File: config.mk
export PLATFORM = sky130hd
export DESIGN_NAME = uart_rx
export DESIGN_NICKNAME = d
export VERILOG_FILES = /design/src/rtl/uart_rx.sv
export SDC_FILE = /design/constraint.sdc
export NUM_CORES = 1
export LEC_CHECK = 0
export ABC_AREA = 1
export BUFFER_PORTS_ARGS = -buffer_cell sky130_fd_sc_hd__buf_4
export CORE_MARGIN = 3
export CORE_UTILIZATION = 45
export DETAILED_ROUTE_END_ITERATION = 8
export HOLD_SLACK_MARGIN = 0.05
export PLACE_DENSITY = 0.74
export SYNTH_ARGS = -nofsm -noshare
export SYNTH_HDL_FRONTEND = slang
export SYNTH_SLANG_ARGS = --single-unit
File: constraint.sdc
create_clock -name i_clk -period 2.2 [get_ports i_clk]
set_input_delay 0.22 -clock i_clk [delete_from_list [all_inputs] [get_ports i_clk]]
set_output_delay 0.22 -clock i_clk [all_outputs]
set_load 0.05 [all_outputs]
File: src/rtl/uart_rx.sv
// Purpose: 8N1 UART receiver, 16x oversampled, feeding bytes to the debug unit.
// Latency: o_rx_ready rises ~2 + (8 + 16*DBIT + SB_TICK)*DIV cycles after the start edge.
// Backpressure: none; o_rx_ready is held until i_rx_reset, a newer byte overwrites and sets o_overrun.
// Ports: i_clk clock, i_reset async active-low reset, i_rx serial line (idle high, async),
//        i_rx_reset clears ready/overrun/frame_err, o_rx_data last byte, o_rx_ready byte valid,
//        o_frame_err sticky bad stop bit, o_overrun sticky byte lost.
module uart_rx #(
    parameter int CLK_FR      = 50000000,
    parameter int BAUD_RATE   = 9600,
    parameter int DBIT        = 8,
    parameter int RX_DIV_SAMP = 16,
    parameter int SB_TICK     = 16
) (
    input  logic            i_clk,
    input  logic            i_reset,
    input  logic            i_rx,
    input  logic            i_rx_reset,
    output logic [DBIT-1:0] o_rx_data,
    output logic            o_rx_ready,
    output logic            o_frame_err,
    output logic            o_overrun
);

    localparam int DIV   = CLK_FR / (BAUD_RATE * RX_DIV_SAMP);
    localparam int DIV_W = (DIV > 1) ? $clog2(DIV) : 1;
    localparam int S_MAX = (RX_DIV_SAMP > SB_TICK) ? RX_DIV_SAMP : SB_TICK;
    localparam int S_W   = (S_MAX > 1) ? $clog2(S_MAX) : 1;
    localparam int N_W   = (DBIT > 1) ? $clog2(DBIT) : 1;

    localparam logic [DIV_W-1:0] DIV_LAST    = DIV_W'(DIV - 1);
    localparam logic [S_W-1:0]   S_MID       = S_W'(RX_DIV_SAMP / 2 - 1);
    localparam logic [S_W-1:0]   S_BIT_LAST  = S_W'(RX_DIV_SAMP - 1);
    localparam logic [S_W-1:0]   S_STOP_LAST = S_W'(SB_TICK - 1);
    localparam logic [N_W-1:0]   N_LAST      = N_W'(DBIT - 1);

    localparam logic [1:0] IDLE  = 2'd0;
    localparam logic [1:0] START = 2'd1;
    localparam logic [1:0] DATA  = 2'd2;
    localparam logic [1:0] STOP  = 2'd3;

    logic             rx_meta_q, rx_s_q;
    logic [DIV_W-1:0] div_cnt_q;
    logic             tick;
    logic [1:0]       state_q, state_d;
    logic [S_W-1:0]   s_q, s_d;
    logic [N_W-1:0]   n_q, n_d;
    logic [DBIT-1:0]  b_q, b_d;
    logic             armed_q, armed_d;
    logic             done_ok, done_err;
    logic [DBIT-1:0]  rx_data_q, rx_data_d;
    logic             rx_ready_q, rx_ready_d;
    logic             frame_err_q, frame_err_d;
    logic             overrun_q, overrun_d;

    // Two-flop synchronizer; idles high so reset does not look like a start bit.
    always_ff @(posedge i_clk or negedge i_reset) begin
        if (!i_reset) begin
            rx_meta_q <= 1'b1;
            rx_s_q    <= 1'b1;
        end else begin
            rx_meta_q <= i_rx;
            rx_s_q    <= rx_meta_q;
        end
    end

    // Free-running oversample tick generator.
    always_ff @(posedge i_clk or negedge i_reset) begin
        if (!i_reset) begin
            div_cnt_q <= '0;
        end else if (div_cnt_q == DIV_LAST) begin
            div_cnt_q <= '0;
        end else begin
            div_cnt_q <= div_cnt_q + DIV_W'(1);
        end
    end

    assign tick = (div_cnt_q == DIV_LAST);

    always_comb begin
        state_d  = state_q;
        s_d      = s_q;
        n_d      = n_q;
        b_d      = b_q;
        armed_d  = armed_q;
        done_ok  = 1'b0;
        done_err = 1'b0;
        case (state_q)
            IDLE: begin
                // Only a high-to-low transition starts a frame: a held-low
                // line (break, or a failed stop bit) must go high first.
                if (rx_s_q) begin
                    armed_d = 1'b1;
                end else if (armed_q) begin
                    state_d = START;
                    s_d     = '0;
                    armed_d = 1'b0;
                end
            end
            START: begin
                if (tick) begin
                    if (s_q == S_MID) begin
                        if (!rx_s_q) begin
                            state_d = DATA;
                            s_d     = '0;
                            n_d     = '0;
                        end else begin
                            state_d = IDLE;
                        end
                    end else begin
                        s_d = s_q + S_W'(1);
                    end
                end
            end
            DATA: begin
                if (tick) begin
                    if (s_q == S_BIT_LAST) begin
                        s_d = '0;
                        b_d = {rx_s_q, b_q[DBIT-1:1]};
                        if (n_q == N_LAST) begin
                            state_d = STOP;
                        end else begin
                            n_d = n_q + N_W'(1);
                        end
                    end else begin
                        s_d = s_q + S_W'(1);
                    end
                end
            end
            STOP: begin
                if (tick) begin
                    if (s_q == S_STOP_LAST) begin
                        state_d  = IDLE;
                        s_d      = '0;
                        done_ok  = rx_s_q;
                        done_err = !rx_s_q;
                    end else begin
                        s_d = s_q + S_W'(1);
                    end
                end
            end
            default: state_d = IDLE;
        endcase
    end

    // Output flags: a completing byte takes priority over a same-cycle clear,
    // but that clear still suppresses the overrun the old byte would cause.
    always_comb begin
        rx_data_d   = rx_data_q;
        rx_ready_d  = rx_ready_q;
        frame_err_d = frame_err_q;
        overrun_d   = overrun_q;
        if (i_rx_reset) begin
            rx_ready_d  = 1'b0;
            frame_err_d = 1'b0;
            overrun_d   = 1'b0;
        end
        if (done_ok) begin
            rx_data_d  = b_q;
            rx_ready_d = 1'b1;
            overrun_d  = overrun_d | (rx_ready_q & !i_rx_reset);
        end
        if (done_err) begin
            frame_err_d = 1'b1;
        end
    end

    always_ff @(posedge i_clk or negedge i_reset) begin
        if (!i_reset) begin
            state_q     <= IDLE;
            s_q         <= '0;
            n_q         <= '0;
            b_q         <= '0;
            armed_q     <= 1'b0;
            rx_data_q   <= '0;
            rx_ready_q  <= 1'b0;
            frame_err_q <= 1'b0;
            overrun_q   <= 1'b0;
        end else begin
            state_q     <= state_d;
            s_q         <= s_d;
            n_q         <= n_d;
            b_q         <= b_d;
            armed_q     <= armed_d;
            rx_data_q   <= rx_data_d;
            rx_ready_q  <= rx_ready_d;
            frame_err_q <= frame_err_d;
            overrun_q   <= overrun_d;
        end
    end

    assign o_rx_data   = rx_data_q;
    assign o_rx_ready  = rx_ready_q;
    assign o_frame_err = frame_err_q;
    assign o_overrun   = overrun_q;

endmodule

# After elaboration in Yosys (flattened, before gate mapping)
# Index checks and enable logic that the tools add are counted.
word_totals:
  ff_bits: 40
  latchBits: 0
  mem_bits_rw: 0
  romBits: 0
  inputBits: 4
  output_inout_bits: 11
  wordCells: 87
  n_memories: 0
op_classes:
  addsub: 3
  multipliers: 0
  n_div: 0
  n_lt_le_gt_ge: 0
  n_eq_ne: 20
  shift: 0
  mux: 39
  bitwise_logic: 2
  n_reduce_logical: 11
ops:
  columns: ["operator", "count"]
  rows:
  - ["4-bit 2-to-1 mux", 7]
  - ["2-bit != test (second input constant)", 11]
  - ["2-bit 2-to-1 mux", 10]
  - ["3-bit 2-to-1 mux", 6]
  - ["1-bit 2-to-1 mux", 12]
  - ["4-bit one-hot mux with 3 select lines", 1]
  - ["9-bit by 1-bit adder with 9-bit output (second input constant)", 1]
  - ["9-bit == test (second input constant)", 1]
  - ["9-bit 2-to-1 mux", 1]
  - ["9-bit AND reduction", 1]
  - ["2-bit one-hot mux with 4 select lines", 1]
  - ["7-bit AND reduction", 1]
  - ["3-bit one-hot mux with 2 select lines", 1]
  - ["2-bit nonzero test", 3]
  - ["5-bit AND reduction", 1]
  - ["4-bit by 1-bit adder with 4-bit output (second input constant)", 1]
  - ["2-bit == test (second input constant)", 2]
  - ["4-bit by 3-bit == test with 1-bit output (second input constant)", 1]
  - ["4-bit == test (second input constant)", 1]
  - ["3-bit by 1-bit adder with 3-bit output (second input constant)", 1]
  - ["3-bit == test (second input constant)", 1]
  - ["3-bit != test (second input constant)", 1]
  - ["3-bit AND reduction", 1]
  - ["2-bit by 1-bit == test with 1-bit output (second input constant)", 1]
  - ["6 further kinds", 7]

# Longest topological paths before layout
# Gate-level depths: netlist of run 1.
depth:
  depth_word: 5
  depth_mapped: 10
  ltp_nobuf: 10

# Worst setup path before layout of run 1
# OpenSTA, ideal clock, no wires.
synth_timing:
  kind: "register to register"
  from: "register div_cnt_q[0]"
  to: "register rx_data_q[0] (netlist: o_rx_data[0])"
  setup_time_ns: 0.119
  t_arrival_ns: 1.342
  required_ns: 2.081
  path_slack_ns: 0.739
  path_stages_with_launch: 11
  n_path_buf: 1
  period_less_slack_ns: 1.461
  cell_sequence: "dfrtp_1 > inv_1 > ha_1 > nand2_1 > nor2_2 > nand2_4 > nor2_8 > nand2_4 > buf_6 > nand2_1 > nand2_1"
synth_between:
  elab_chain_cells: 3
synth_lines:
  columns: ["item", "line_no", "rtl"]
  rows:
  - ["from (decl)", "42", "logic [DIV_W-1:0] div_cnt_q;"]
  - ["from (signal assigned)", "73", "div_cnt_q <= div_cnt_q + DIV_W'(1);"]
  - ["9-bit == test", "77", "assign tick = (div_cnt_q == DIV_LAST);"]
  - ["1-bit 2-to-1 mux", "130", "if (tick) begin"]
  - ["1-bit 2-to-1 mux", "87", "case (state_q)"]
  - ["to (signal assigned)", "184", "rx_data_q <= rx_data_d;"]
  - ["to (decl)", "50", "logic [DBIT-1:0] rx_data_q, rx_data_d;"]
# Every way passes these cells.
# A chain may end at the register's enable or synchronous reset.

# Final worst setup path of run 1
layout_timing:
  from: "register div_cnt_q[0]"
  to: "register rx_data_q[1] (netlist: o_rx_data[1])"
# Same word-level chain as after synthesis.

==> summary.txt, run 1 <==
design area: 0.00225 mm2
Rel. slew slack: 67.0%
register area: 0.00100 mm2
Die W: 72.4 um
Seq/Total Area, Yosys: 50.6%
CTS tree: built
layout cells sized above 1: 22.3%
LEAKAGE: 1.17 nW
Root Driver: clkbuf_8
Syn. warnings: 0
Hold WC Path Type: in2reg
final setup violation count: 0
CP arrival: 1.77 ns
Initial Util: 48.2%
detailed placement HPWL: 2350 um
startpoint types: register
CTS Buffer Depth: 2
Area after DPL: 0.00212 mm2
Slew Limit Fails: 0
DRT iter0 DRCs: 89
routability cong.: 0.819
Routed Antenna Nets: 0
drc violations: 0
clk_lat worst skew: 0.29 ns
status: finished, final reports clean
count of final hold-check violations: 0
vias in the first global route: 1396
dpl ws: 0.615 ns
crit path capture type: register
Mean Syn Cell Area: 8.74 um2
crit-path max FO: 17
min setup slack post-route: 0.615 ns
via/cell ratio: 4.78
Multi-input gate area: 828 um2
Crit path required time: 2.38 ns
setup bufs post-CTS: 0
Worst Max-Slew Pin Slew: 0.495 ns
ratio of final minimum period to clock period: 72.0%
filler cell count: 366
cells after synthesis: 227
worst hold slack: 0.183 ns
# port buffers: 14
core area: 0.00412 mm2
PD cells: 820 mW/mm2
total power: 1.85 mW
Layout area overhead: 13.6%
Inserted Clock Buffers: 5
clock-pin slew on the worst setup and hold paths: 0.08 ns
initial antenna violation count: 0
first-pass GRT wire length: 6040 um
post-synthesis cell type count: 25
Die H: 72.4 um
synthesized area: 0.00198 mm2
Routed WL: 3270 um
largest net degree at the start of global routing: 41
# diodes: 0
drt first pass iters: 4
Max-Cap Viols: 0
fmax: 631 MHz
layout net count: 255
setup TNS: 0 ns
row cnt: 23
Global Route Usage Sum: 14.4%
kind of critical path: reg2reg
RSZ-0062 raised after global routing: false
die footprint: 0.00524 mm2
Clock Skew: 0.0133 ns
Top-Level Pins: 15
routed len/inst: 11.0 um
total number of vias: 1419
Post-Synthesis Net Count: 236
GRT overflow: 0
IR drop worst, VDD: 0.000617 V
H-tree depth: 2
final worst path period need: 1.59 ns
TritonCTS Sinks: 40
Synth Register Bits: 40
[metrics by stage]
step	instances	util, %
finish	297	54.7
global route	297	54.7
CTS	297	54.7
detailed placement	287	51.4
global placement	287	51.4
floorplan	227	-
[path summary, 6_finish.rpt]
kind	slack [ns]	from	to	depth (start not counted)
max in group asynchronous	1.39	i_reset	rx_meta_q	2
hold reg to reg	0.36	rx_meta_q	rx_s_q	0
hold / removal	0.18	i_rx_reset	o_frame_err	4
min in group asynchronous	0.43	i_reset	div_cnt_q[8]	2
setup / recovery	0.61	div_cnt_q[0]	o_rx_data[1]	9
setup reg to reg	0.61	div_cnt_q[0]	o_rx_data[1]	9
[report_power, final]
group	switching (mW)	internal, mW	leakage [nW]
Sequential	0.0693	0.790	0.531
Combinational	0.264	0.119	0.577
Clock	0.263	0.342	0.0583
Total	0.597	1.25	1.17
[cell usage after synthesis]
master	instances	area [um2]
nand3_1	14	70.1
nor3_1	3	15.0
inv_2	3	11.3
nor3b_1	1	7.51
nor2_8	1	20.0
a21oi_1	2	10.0
nand2_2	3	18.8
inv_1	28	105
nor2_4	1	11.3
nand2_1	65	244
nor2_2	3	18.8
a31oi_1	1	6.26
xor2_1	3	26.3
nor2_1	16	60.1
ha_1	5	62.6
buf_4	1	7.51
nand4_1	3	18.8
nand2_4	3	33.8
o21ai_0	11	55.1
dfstp_2	2	52.6
nand3_2	1	10.0
buf_2	1	5.00
dfrtp_1	38	951
o21ai_2	16	140
buf_6	2	22.5
[cell usage in the layout (no fill, tap or decap)]
cell	count
nor2_2	3
nand4_1	3
buf_4	14
a21oi_1	2
bufinv_16	1
dfstp_2	2
nor3_1	3
a31oi_1	1
nor2_4	1
clkinv_4	2
nor2_8	1
clkbuf_8	5
o21ai_2	16
inv_1	28
nand3_1	14
nor3b_1	1
nand2_2	3
nand3_2	1
nor2_1	16
inv_2	3
ha_1	5
dlygate4sd3_1	2
nand2_1	65
nand2_4	3
xor2_1	3
o21ai_0	11
dfrtp_1	38
[cell type report]
class	count	share of cell area, %
Clock buffer	5	3.06
Clock inverter	3	2.11
Inverter	31	5.17
Multi-Input combinational cell	152	36.8
Sequential cell	40	44.6
Tap cell	50	2.78
Timing Repair Buffer	16	5.56
[repair_timing]
item,4_1_cts,5_1_grt
hold buffers,2,0
endpoints found under the hold margin,39,0
gates resized for setup,0,0
[state kept, by name, summed over array words and instances, names as in the netlist, named ones only]
register / count
div_cnt_q: 9
b_q: 8
o_rx_data: 8
s_q: 4
n_q: 3
armed_q: 1
o_frame_err: 1
o_overrun: 1
o_rx_ready: 1
rx_meta_q: 1
rx_s_q: 1
state_q: 1
[critical path: stages (launching register included)]
cell and delay [ns]:
dfrtp_1 0.41, inv_1 0.07, ha_1 0.17, nand2_1 0.07, nor2_2 0.16, nand2_4 0.12
nor2_8 0.15, nand2_4 0.16, nand2_1 0.12, o21ai_2 0.05
[layer usage]
layer / vias to the layer above / wire length (um) / track usage, %
met5: - / 0 / 0
met4: 0 / 23 / 6.35
met3: 2 / 89 / 4.29
met2: 15 / 1470 / 20.7
met1: 653 / 1680 / 20.1
li1: 749 / - / -
[kinds of logic (layout without fill, tap and decap cells)]
logic type | after synthesis | in the layout | synth area share (%)
adder cells (fa/ha/maj) | 5 | 5 | 3.15
AND/OR/NAND/NOR | 114 | 114 | 26.6
buffers and inverters | 35 | 55 | 7.63
AO/OA/AOI/OAI | 30 | 30 | 10.7
XOR/XNOR | 3 | 3 | 1.33
flip-flops | 40 | 40 | 50.6
(Power assumes the default switching activity.)
==> inputs of run 2 (changes only) <==
==> constraint.sdc (replaced) <==
create_clock -name i_clk -period 1.6 [get_ports i_clk]
set_input_delay 0.16 -clock i_clk [delete_from_list [all_inputs] [get_ports i_clk]]
set_output_delay 0.16 -clock i_clk [all_outputs]
set_load 0.05 [all_outputs]
==> summary.txt, run 2 (synthesis results as in run 1) <==
Largest Register: div_cnt_q
CTS tree: built
RSZ-0062 raised after global routing: true
Clock Skew: 0.00660 ns
Max-Cap Viols: 0
first-pass GRT wire length: 5930 um
setup TNS: 0 ns
fmax: 641 MHz
commonest non-fill, non-tap cell in the layout: nand2_1
startpoint types: register
Initial Util: 48.2%
kind of critical path: reg2reg
total number of vias: 1487
Top Family by Delay on Critical Path: simple AND/OR/NAND/NOR gates
Root Driver: clkbuf_8
routability cong.: 0.825
Slowest cell on crit path: dfrtp_1
initial antenna violation count: 0
Routed Antenna Nets: 0
Worst Max-Slew Pin Slew: 0.496 ns
worst hold slack: 0.127 ns
filler cell count: 364
Rel. slew slack: 66.9%
Hold WC Path Type: in2reg
via/cell ratio: 4.92
# port buffers: 14
core area: 0.00412 mm2
status: finished, final reports clean
LEAKAGE: 1.16 nW
Slew Limit Fails: 0
TritonCTS Sinks: 40
PD cells: 1040 mW/mm2
total power: 2.45 mW
layout net count: 261
clk_lat worst skew: 0.29 ns
Inserted Clock Buffers: 5
ratio of final minimum period to clock period: 97.5%
Critical Path Max Stage Delay: 0.41 ns
count of final hold-check violations: 0
routed len/inst: 11.8 um
CP bufs+invs: 2
drt first pass iters: 4
Multi-input gate area: 925 um2
CP Cell Sequence: inv_1, ha_2, nand2_2, nor2_4, nand2_4, nor2_8, buf_6, nand2_8, nand2_1, o21ai_2
Layout area overhead: 19.1%
largest net degree at the start of global routing: 41
most frequent cells in the layout: nand2_1, dfrtp_1, inv_1, o21ai_2, buf_4
final worst path period need: 1.56 ns
Placed Cells: 288
Global Route Usage Sum: 14.6%
final setup violation count: 0
row cnt: 23
die footprint: 0.00524 mm2
detailed placement HPWL: 2340 um
# diodes: 0
drc violations: 0
register area: 0.00101 mm2
Layout Cells excl Fill: 302
crit path capture type: register
GRT overflow: 0
Die H: 72.4 um
DRT iter0 DRCs: 87
CP arrival: 1.75 ns
crit-path max FO: 6
CTS Buffer Depth: 2
Crit path required time: 1.79 ns
H-tree depth: 2
layout cells sized above 1: 29.0%
Top-Level Pins: 15
Die W: 72.4 um
IR drop worst, VDD: 0.000690 V
vias in the first global route: 1335
max FFs per register: 9
Routed WL: 3570 um
clock-pin slew on the worst setup and hold paths: 0.08 ns
[run 2: routing by layer]
layer | vias to the layer above | wire length [um] | global-route usage, % | share of wire, %
met2 | 27 | 1570 | 22.2 | 44
met3 | 9 | 140 | 4.16 | 3.9
li1 | 762 | - | - | -
met4 | 0 | 86 | 6.15 | 2.4
met5 | - | 0 | 0 | 0
met1 | 689 | 1780 | 19.6 | 50
[run 2: report_power, final]
| part | switching, mW | internal [mW] |
|---|---|---|
| Combinational | 0.422 | 0.207 |
| Sequential | 0.0978 | 1.09 |
| Clock | 0.339 | 0.295 |
[run 2: worst min-delay path: stages]
cell	delay (ns)
buf_4	0.08
inv_1	0.05
nand2_1	0.06
nand2_1	0.04
[run 2: repair_timing]
action,CTS,global route
hold endpoints to repair,39,0
endpoints found under the setup margin,0,25
hold buffers,2,0
buffers inserted,0,3
resized for setup,0,21
[run 2: final timing paths]
check	startpoint	to	slack (ns)	cells after the start
worst max-delay path	div_cnt_q[0]	o_rx_data[2]	0.04	10
worst min-delay path	i_rx_reset	o_frame_err	0.13	4
worst max register to register	div_cnt_q[0]	o_rx_data[2]	0.04	10
worst min register to register	rx_meta_q	rx_s_q	0.36	0
max in group asynchronous	i_reset	rx_meta_q	0.86	2
min in group asynchronous	i_reset	armed_q	0.37	2
[run 2: stage by stage]
stage	cell area, um2	setup slack (ns)	utilization (%)
global route	2360	-0.0673	57.4
finish	2360	0.0395	57.4
global placement	2120	0.111	51.6
detailed placement	2120	0.0628	51.6
floorplan	1980	0.139	-
CTS	2220	0.0558	54.1
[run 2: area by class of cell]
| class | instances | area share, % |
|---|---|---|
| sequential | 40 | 42.6 |
| tap | 50 | 2.65 |
| inverter | 31 | 4.93 |
| clock buffer | 5 | 2.91 |
| multi-input combinational | 154 | 39.1 |
| timing repair buffer | 20 | 7.26 |
| clock inverter | 2 | 0.530 |
